$ cat src/rtl/pu_demultiplexer.sv
`default_nettype none
// ============================================================================
//  Module   : pu_demultiplexer
//  Purpose  : Processing unit that routes one latched data word to one of
//             N = 2**SEL_WIDTH slots. After a value and a selector are loaded,
//             successive out_active cycles emit slots 0..N-1. The selected slot
//             carries the value and its attributes. Every other slot is zero.
//             A selector outside 0..N-1 turns every slot into an INVALID word.
//  Ports    : clk         - clock, rising edge
//             rst         - asynchronous reset, active-low
//             data_active - load value/attributes from data_in/attr_in
//             sel_active  - load selector from data_in
//                           (ignored while data_active is high)
//             out_active  - emit current slot (combinational), advance index
//             data_in     - signed bus data
//             attr_in     - bus attributes, bit 0 = INVALID
//             data_out    - slot value, 0 when out_active=0 or in reset
//             attr_out    - slot attributes, 0 when out_active=0 or in reset
//  Revision : 1.0 - initial release
// ============================================================================
module pu_demultiplexer #(
   parameter int DATA_WIDTH = 32,
   parameter int ATTR_WIDTH = 4,
   parameter int SEL_WIDTH  = 1
) (
   input  logic                  clk,
   input  logic                  rst,
   input  logic                  data_active,
   input  logic                  sel_active,
   input  logic                  out_active,
   input  logic [DATA_WIDTH-1:0] data_in,
   input  logic [ATTR_WIDTH-1:0] attr_in,
   output logic [DATA_WIDTH-1:0] data_out,
   output logic [ATTR_WIDTH-1:0] attr_out
);

   // Derived operating state. No state register is kept for it; it is
   // decoded from the load flags and the slot index.
   localparam logic [1:0] ST_EMPTY    = 2'd0;
   localparam logic [1:0] ST_READY    = 2'd1;
   localparam logic [1:0] ST_EMITTING = 2'd2;

   localparam logic [SEL_WIDTH-1:0]  C_LAST_SLOT = {SEL_WIDTH{1'b1}};
   localparam logic [ATTR_WIDTH-1:0] C_INVALID   = ATTR_WIDTH'(1);

   logic [DATA_WIDTH-1:0] value_reg_q,  value_reg_d;
   logic [ATTR_WIDTH-1:0] value_attr_q, value_attr_d;
   logic [SEL_WIDTH-1:0]  sel_reg_q,    sel_reg_d;
   logic                  sel_err_q,    sel_err_d;
   logic                  have_value_q, have_value_d;
   logic                  have_sel_q,   have_sel_d;
   logic [SEL_WIDTH-1:0]  slot_idx_q,   slot_idx_d;

   logic [1:0]            w_state;
   logic                  w_sel_hi;
   logic                  w_sel_bad;

   // A selector is out of range when it is negative or has any set bit above
   // the selector field. With a very wide selector only the sign bit matters.
   generate
      if (SEL_WIDTH < DATA_WIDTH - 1) begin : g_hi_chk
         assign w_sel_hi = |data_in[DATA_WIDTH-2:SEL_WIDTH];
      end else begin : g_no_hi_chk
         assign w_sel_hi = 1'b0;
      end
   endgenerate

   assign w_sel_bad = data_in[DATA_WIDTH-1] | w_sel_hi;

   always_comb begin
      w_state = ST_EMPTY;
      if (have_value_q && have_sel_q) begin
         w_state = (slot_idx_q == '0) ? ST_READY : ST_EMITTING;
      end
   end

   // Output slot. Driven purely from the pre-edge registers, so a load in
   // the same cycle as out_active does not disturb the slot being emitted.
   always_comb begin
      data_out = '0;
      attr_out = '0;
      if (rst && out_active) begin
         if (w_state == ST_EMPTY || sel_err_q) begin
            attr_out = C_INVALID;
         end else if (slot_idx_q == sel_reg_q) begin
            data_out = value_reg_q;
            attr_out = value_attr_q;
         end
      end
   end

   always_comb begin
      value_reg_d  = value_reg_q;
      value_attr_d = value_attr_q;
      sel_reg_d    = sel_reg_q;
      sel_err_d    = sel_err_q;
      have_value_d = have_value_q;
      have_sel_d   = have_sel_q;
      slot_idx_d   = slot_idx_q;

      if (data_active) begin
         // A value load restarts the sequence and overrides any slot
         // advance or wrap clear happening in the same cycle.
         value_reg_d  = data_in;
         value_attr_d = attr_in;
         have_value_d = 1'b1;
         slot_idx_d   = '0;
      end else if (sel_active) begin
         sel_reg_d    = data_in[SEL_WIDTH-1:0];
         sel_err_d    = w_sel_bad;
         have_sel_d   = 1'b1;
         slot_idx_d   = '0;
      end else if (out_active && w_state != ST_EMPTY) begin
         if (slot_idx_q == C_LAST_SLOT) begin
            slot_idx_d   = '0;
            have_value_d = 1'b0;
            have_sel_d   = 1'b0;
            sel_err_d    = 1'b0;
         end else begin
            slot_idx_d   = slot_idx_q + SEL_WIDTH'(1);
         end
      end
   end

   always_ff @(posedge clk or negedge rst) begin
      if (!rst) begin
         value_reg_q  <= '0;
         value_attr_q <= '0;
         sel_reg_q    <= '0;
         sel_err_q    <= 1'b0;
         have_value_q <= 1'b0;
         have_sel_q   <= 1'b0;
         slot_idx_q   <= '0;
      end else begin
         value_reg_q  <= value_reg_d;
         value_attr_q <= value_attr_d;
         sel_reg_q    <= sel_reg_d;
         sel_err_q    <= sel_err_d;
         have_value_q <= have_value_d;
         have_sel_q   <= have_sel_d;
         slot_idx_q   <= slot_idx_d;
      end
   end

endmodule
`default_nettype wire
$ cat config.mk
export PLATFORM = sky130hd
export DESIGN_NAME = pu_demultiplexer
export DESIGN_NICKNAME = d
export VERILOG_FILES = /design/src/rtl/pu_demultiplexer.sv
export SDC_FILE = /design/constraint.sdc
export NUM_CORES = 1
export LEC_CHECK = 0
export ABC_AREA = 1
export CORE_ASPECT_RATIO = 0.75
export CORE_MARGIN = 3
export CORE_UTILIZATION = 35
export CTS_BUF_LIST = sky130_fd_sc_hd__clkbuf_8
export CTS_CLUSTER_SIZE = 14
export DETAILED_ROUTE_END_ITERATION = 10
export PLACE_DENSITY_LB_ADDON = 0.08
export SLEW_MARGIN = 10
export SYNTH_ARGS = -nofsm -noshare
export SYNTH_HDL_FRONTEND = slang
export SYNTH_SLANG_ARGS = --single-unit
$ cat constraint.sdc
create_clock -name clk -period 2.09 [get_ports clk]
set_input_delay 0.209 -clock clk [delete_from_list [all_inputs] [get_ports clk]]
set_output_delay 0.209 -clock clk [all_outputs]
set_load 0.1 [all_outputs]
Word level (Yosys, flattened, before mapping)
Cells that the tools add are included.

storage, ports and cells
  bits in registers = 41
  input port bits = 41
  output and inout bits = 36
  word-level logic and storage cells = 45

operators by class
  add/sub/neg operators = 1
  equal/unequal tests = 2
  muxes and demuxes = 18
  bitwise operators = 2
  reductions and logical operators = 15

operators with widths
  cell                                  number
  2-to-1 mux 32 bit                     3
  OR reduction 30 bit                   1
  2-to-1 mux 4 bit                      3
  2-to-1 mux 1 bit                      10
  nonzero test 2 bit                    5
  AND reduction 3 bit                   2
  2-to-1 mux 2 bit                      2
  logical AND 1 bit                     3
  nonzero test 3 bit                    1
  logical NOT 2 bit                     1
  != test 2 bit, second input constant  1
  AND reduction 2 bit                   1
  adder 1 bit, second input constant    1
  equality test 1 bit                   1
  logical OR 1 bit                      1
  inverter 1 bit                        1
  OR 1 bit                              1

Logic depth before layout (Yosys ltp)
  depth after elaboration = 7
  mapped depth = 6

Worst setup path after synthesis
OpenSTA, ideal clock, no wires.

  path type = register to output
  start point = register have_value_q
  end point = output attr_out[1]
  arrival = 2.716 ns
  required time = 1.881 ns
  setup slack = -0.835 ns
  stages on the path, launching flop included = 5
  cell sequence = dfrtp_1 nand2_1 nor2_2 nand3_4 nor3_1

on the way
  cells in the longest elaborated chain, start to end = 6

ends and longest elaborated chain
  item                    line  RTL
  start, declared         50    logic have_value_q, have_value_d;
  start signal, assigned  139   have_value_q <= have_value_d;
  logical AND 1 bit       72    if (have_value_q && have_sel_q) begin
  2-to-1 mux 2 bit        72
  logical NOT 2 bit       83    if (w_state == ST_EMPTY || sel_err_q) begin
  logical OR 1 bit        83
  2-to-1 mux 4 bit        83
  2-to-1 mux 4 bit        82    if (rst && out_active) begin
  end, declared           34    output logic [ATTR_WIDTH-1:0] attr_out

No other way between the ends.

Worst setup path in the final report
  start point = register have_value_q
  end point = output data_out[20]

on the way
  cells in the longest elaborated chain, start to end = 6

ends and longest elaborated chain
  item               line  RTL
  logical AND 1 bit  72
  2-to-1 mux 2 bit   72
  logical NOT 2 bit  83
  logical OR 1 bit   83
  2-to-1 mux 32 bit  83
  2-to-1 mux 32 bit  82
  end, declared      33    output logic [DATA_WIDTH-1:0] data_out,

No other way between the ends.

==> summary.md <==
| Metric | Value |
|---|---|
| Synth Area per Inst | `8.54 um2` |
| Most frequent cell after synthesis | `nand2_1` |
| EDFF count, synth | `0` |
| Vias | `1848` |
| N_diodes | `0` |
| Clock transition at path regs | `0.07 ns` |
| Clock Latency Late Sink | `0.28 ns` |
| Clk root buf | `clkbuf_8` |
| Final period utilization | `0.927` |
| WP data required | `1.88 ns` |
| Die Footprint | `7240 um2` |
| Syn nets | `297` |
| Cell taking the most area after synthesis | `dfrtp_1` |
| Top cells by count, synth | `nand2_1, dfrtp_1, inv_1` |
| Final WL | `5340 um` |
| Max-slew headroom | `0.694` |
| Crit-path slowest cell | `dfrtp_1` |
| Fmax | `516 MHz` |
| Leak Pwr | `1.57 nW` |
| Layout cells sized above 1 | `0.262` |
| First-pass GRT wire length | `8890 um` |
| Peak supply drop | `268 uV` |
| Max Cap Viol | `0` |
| Layout filler cell count | `479` |
| Placed inst area | `3540 um2` |
| HP Class | `input pin to async pin` |
| Die Width | `97.3 um` |
| PortBufs | `76` |
| Setup TNS | `0 ns` |
| Unique masters post-synth | `19` |
| Worst Path Max Fanout | `16` |
| RSZ-0062 raised after global routing | `false` |
| Largest net degree at the start of global routing | `53` |
| Drt pass-1 iters | `4` |
| Design Area, Final | `3640 um2` |
| Crit path kind | `register to primary output` |
| Area share of the leading cell type in the synthesized netlist | `0.469` |
| R2R depth | `5` |
| Die height | `74.5 um` |
| Initial antenna violation count | `0` |
| Core area | `5920 um2` |
| Routed len/inst | `13.0 um` |
| Post-Syn Instances | `256` |
| # nets final | `373` |
| Post-route ant nets | `0` |
| Iteration-0 DRC Markers | `71` |
| Dpl hpwl | `4060 um` |
| Endpoints failing setup | `0` |
| Cell Area, Synth | `2190 um2` |
| Period minus WS final | `1.94 ns` |
| Initial Utilization | `0.370` |
| Reg2reg end | `sel_err_q$_DFFE_PN0P_` |
| Slew @ Worst Pin | `0.459 ns` |
| Synth top area cells | `dfrtp_1, nor3_2, nand2_1` |
| Final Max Tran Viols | `0` |
| Global route total overflow | `0` |
| WHS | `0.0830 ns` |
| Seq cells post-synth | `41` |
| IO Count | `77` |
| # H-tree levels | `2` |
| Share of flip-flops with an asynchronous set or reset | `1.00` |
| Vias in the first global route | `1741` |
| Area grow syn2layout | `66.6%` |
| Clock Sinks | `41` |
| Residual DRC | `0` |
| Sequential area share after synthesis | `0.469` |
| Largest stage delay, worst path | `0.37 ns` |
| # Post-CTS Setup Buffers | `0` |
| Vias per cell | `4.51` |
| PD cells | `546 nW/um2` |
| Data arrival, critical path | `1.73 ns` |
| CTS tree | `yes` |
| CP Launch Type | `register` |
| R2R setup slack | `1.11 ns` |
| Final hold vios | `0` |
| Critical path cell sequence | `nand2_1 > nor2_2 > nand3_4 > buf_4 > nor3_4 > buf_12` |
| Routability congestion estimate | `0.776` |
| Total CTS buffers | `5` |
| GRT Overall Usage | `0.157` |
| CTS Buffer Depth | `2` |
| CP startpoint | `have_value_q$_DFFE_PN0P_` |
| Worst reg2reg startpoint | `have_value_q$_DFFE_PN0P_` |
| YS warnings | `0` |
| Type of destination of the critical path | `primary output` |
| Status | `completed` |
| Rows | `24` |
| Most common flop cell mapped by yosys | `dfrtp_1` |
| Layout Skew | `0.00147 ns` |
## power by group
group | switching (mW) | internal [mW]
clock | 0.255 | 0.257
combinational | 0.385 | 0.208
sequential | 0.0213 | 0.863
## final cells by class
cell class                      instances  area, um2  share of cell area
Timing Repair Buffer                   83       1200               0.330
Multi-Input combinational cell        162       1080               0.298
Sequential cell                        41       1030               0.281
Inverter                               39        146              0.0402
Tap cell                               78       97.6              0.0268
Clock buffer                            6       82.6              0.0227
Clock inverter                          1       3.75             0.00103
## kinds of logic (layout without fill, tap and decap cells)
group | Yosys count | after routing | synth area share
muxes | 1 | 1 | 0.00515
and+or+nand+nor | 121 | 121 | 0.320
DFF | 41 | 41 | 0.469
buffers and inverters | 53 | 129 | 0.114
AOI/OAI and AO/OA | 40 | 40 | 0.0915
## cells in the final DEF (no fill, tap or decap), drive strengths merged
cell           instances
clkbuf                 6
o21ai                 37
a21oi                  3
clkdlybuf4s50         38
or2                    1
inv                   40
nor2                  25
dfrtp                 41
nand3                  3
dlygate4sd3            1
nor3                  36
nand2                 56
mux2                   1
buf                   44
## worst max-delay path, delay by kind of cell (launching register included)
family / cells / cell delay [ns]
buf+inv: 2 / 0.49
flops: 1 / 0.37
simple gates: 4 / 0.56
## sequential cells by signal, summed over array words and instances (netlist names)
register      cells
sel_err_q         1
sel_reg_q         1
slot_idx_q        1
have_value_q      1
value_attr_q      4
have_sel_q        1
value_reg_q      32
## repair_timing
action,in CTS,in global routing
resized for setup,0,1
setup endpoints to repair,0,1
hold buffers,1,0
hold endpoints to repair,8,0
## worst max path at each step
stage	to	slack, ns	cells past startpoint
finish	data_out[20]	0.15	6
global route	data_out[29]	0.01	6
CTS	data_out[0]	0.1	6
detailed placement	data_out[29]	0.25	5
global placement	data_out[25]	0.29	5
floorplan	attr_out[1]	-0.84	4
## stage by stage
step                      setup WS (ns)  power, mW  cells  utilization
after global routing             0.0108       2.10    410        0.616
after detailed placement          0.255       1.50    402        0.599
after global placement            0.286       1.49    402        0.599
after floorplan                  -0.835       1.28    256            -
after CTS                        0.0993       2.02    410        0.615
final                             0.152       1.99    410        0.616
## metal layers
| layer | vias to the layer above | track usage | part of all wire |
|---|---|---|---|
| met4 | 0 | 0.0415 | 0.0067 |
| met2 | 50 | 0.241 | 0.46 |
| met5 | - | 0 | 0 |
| li1 | 966 | - | - |
| met1 | 827 | 0.227 | 0.49 |
| met3 | 5 | 0.0366 | 0.044 |
Note: power is estimated with default switching activity, not from simulation.
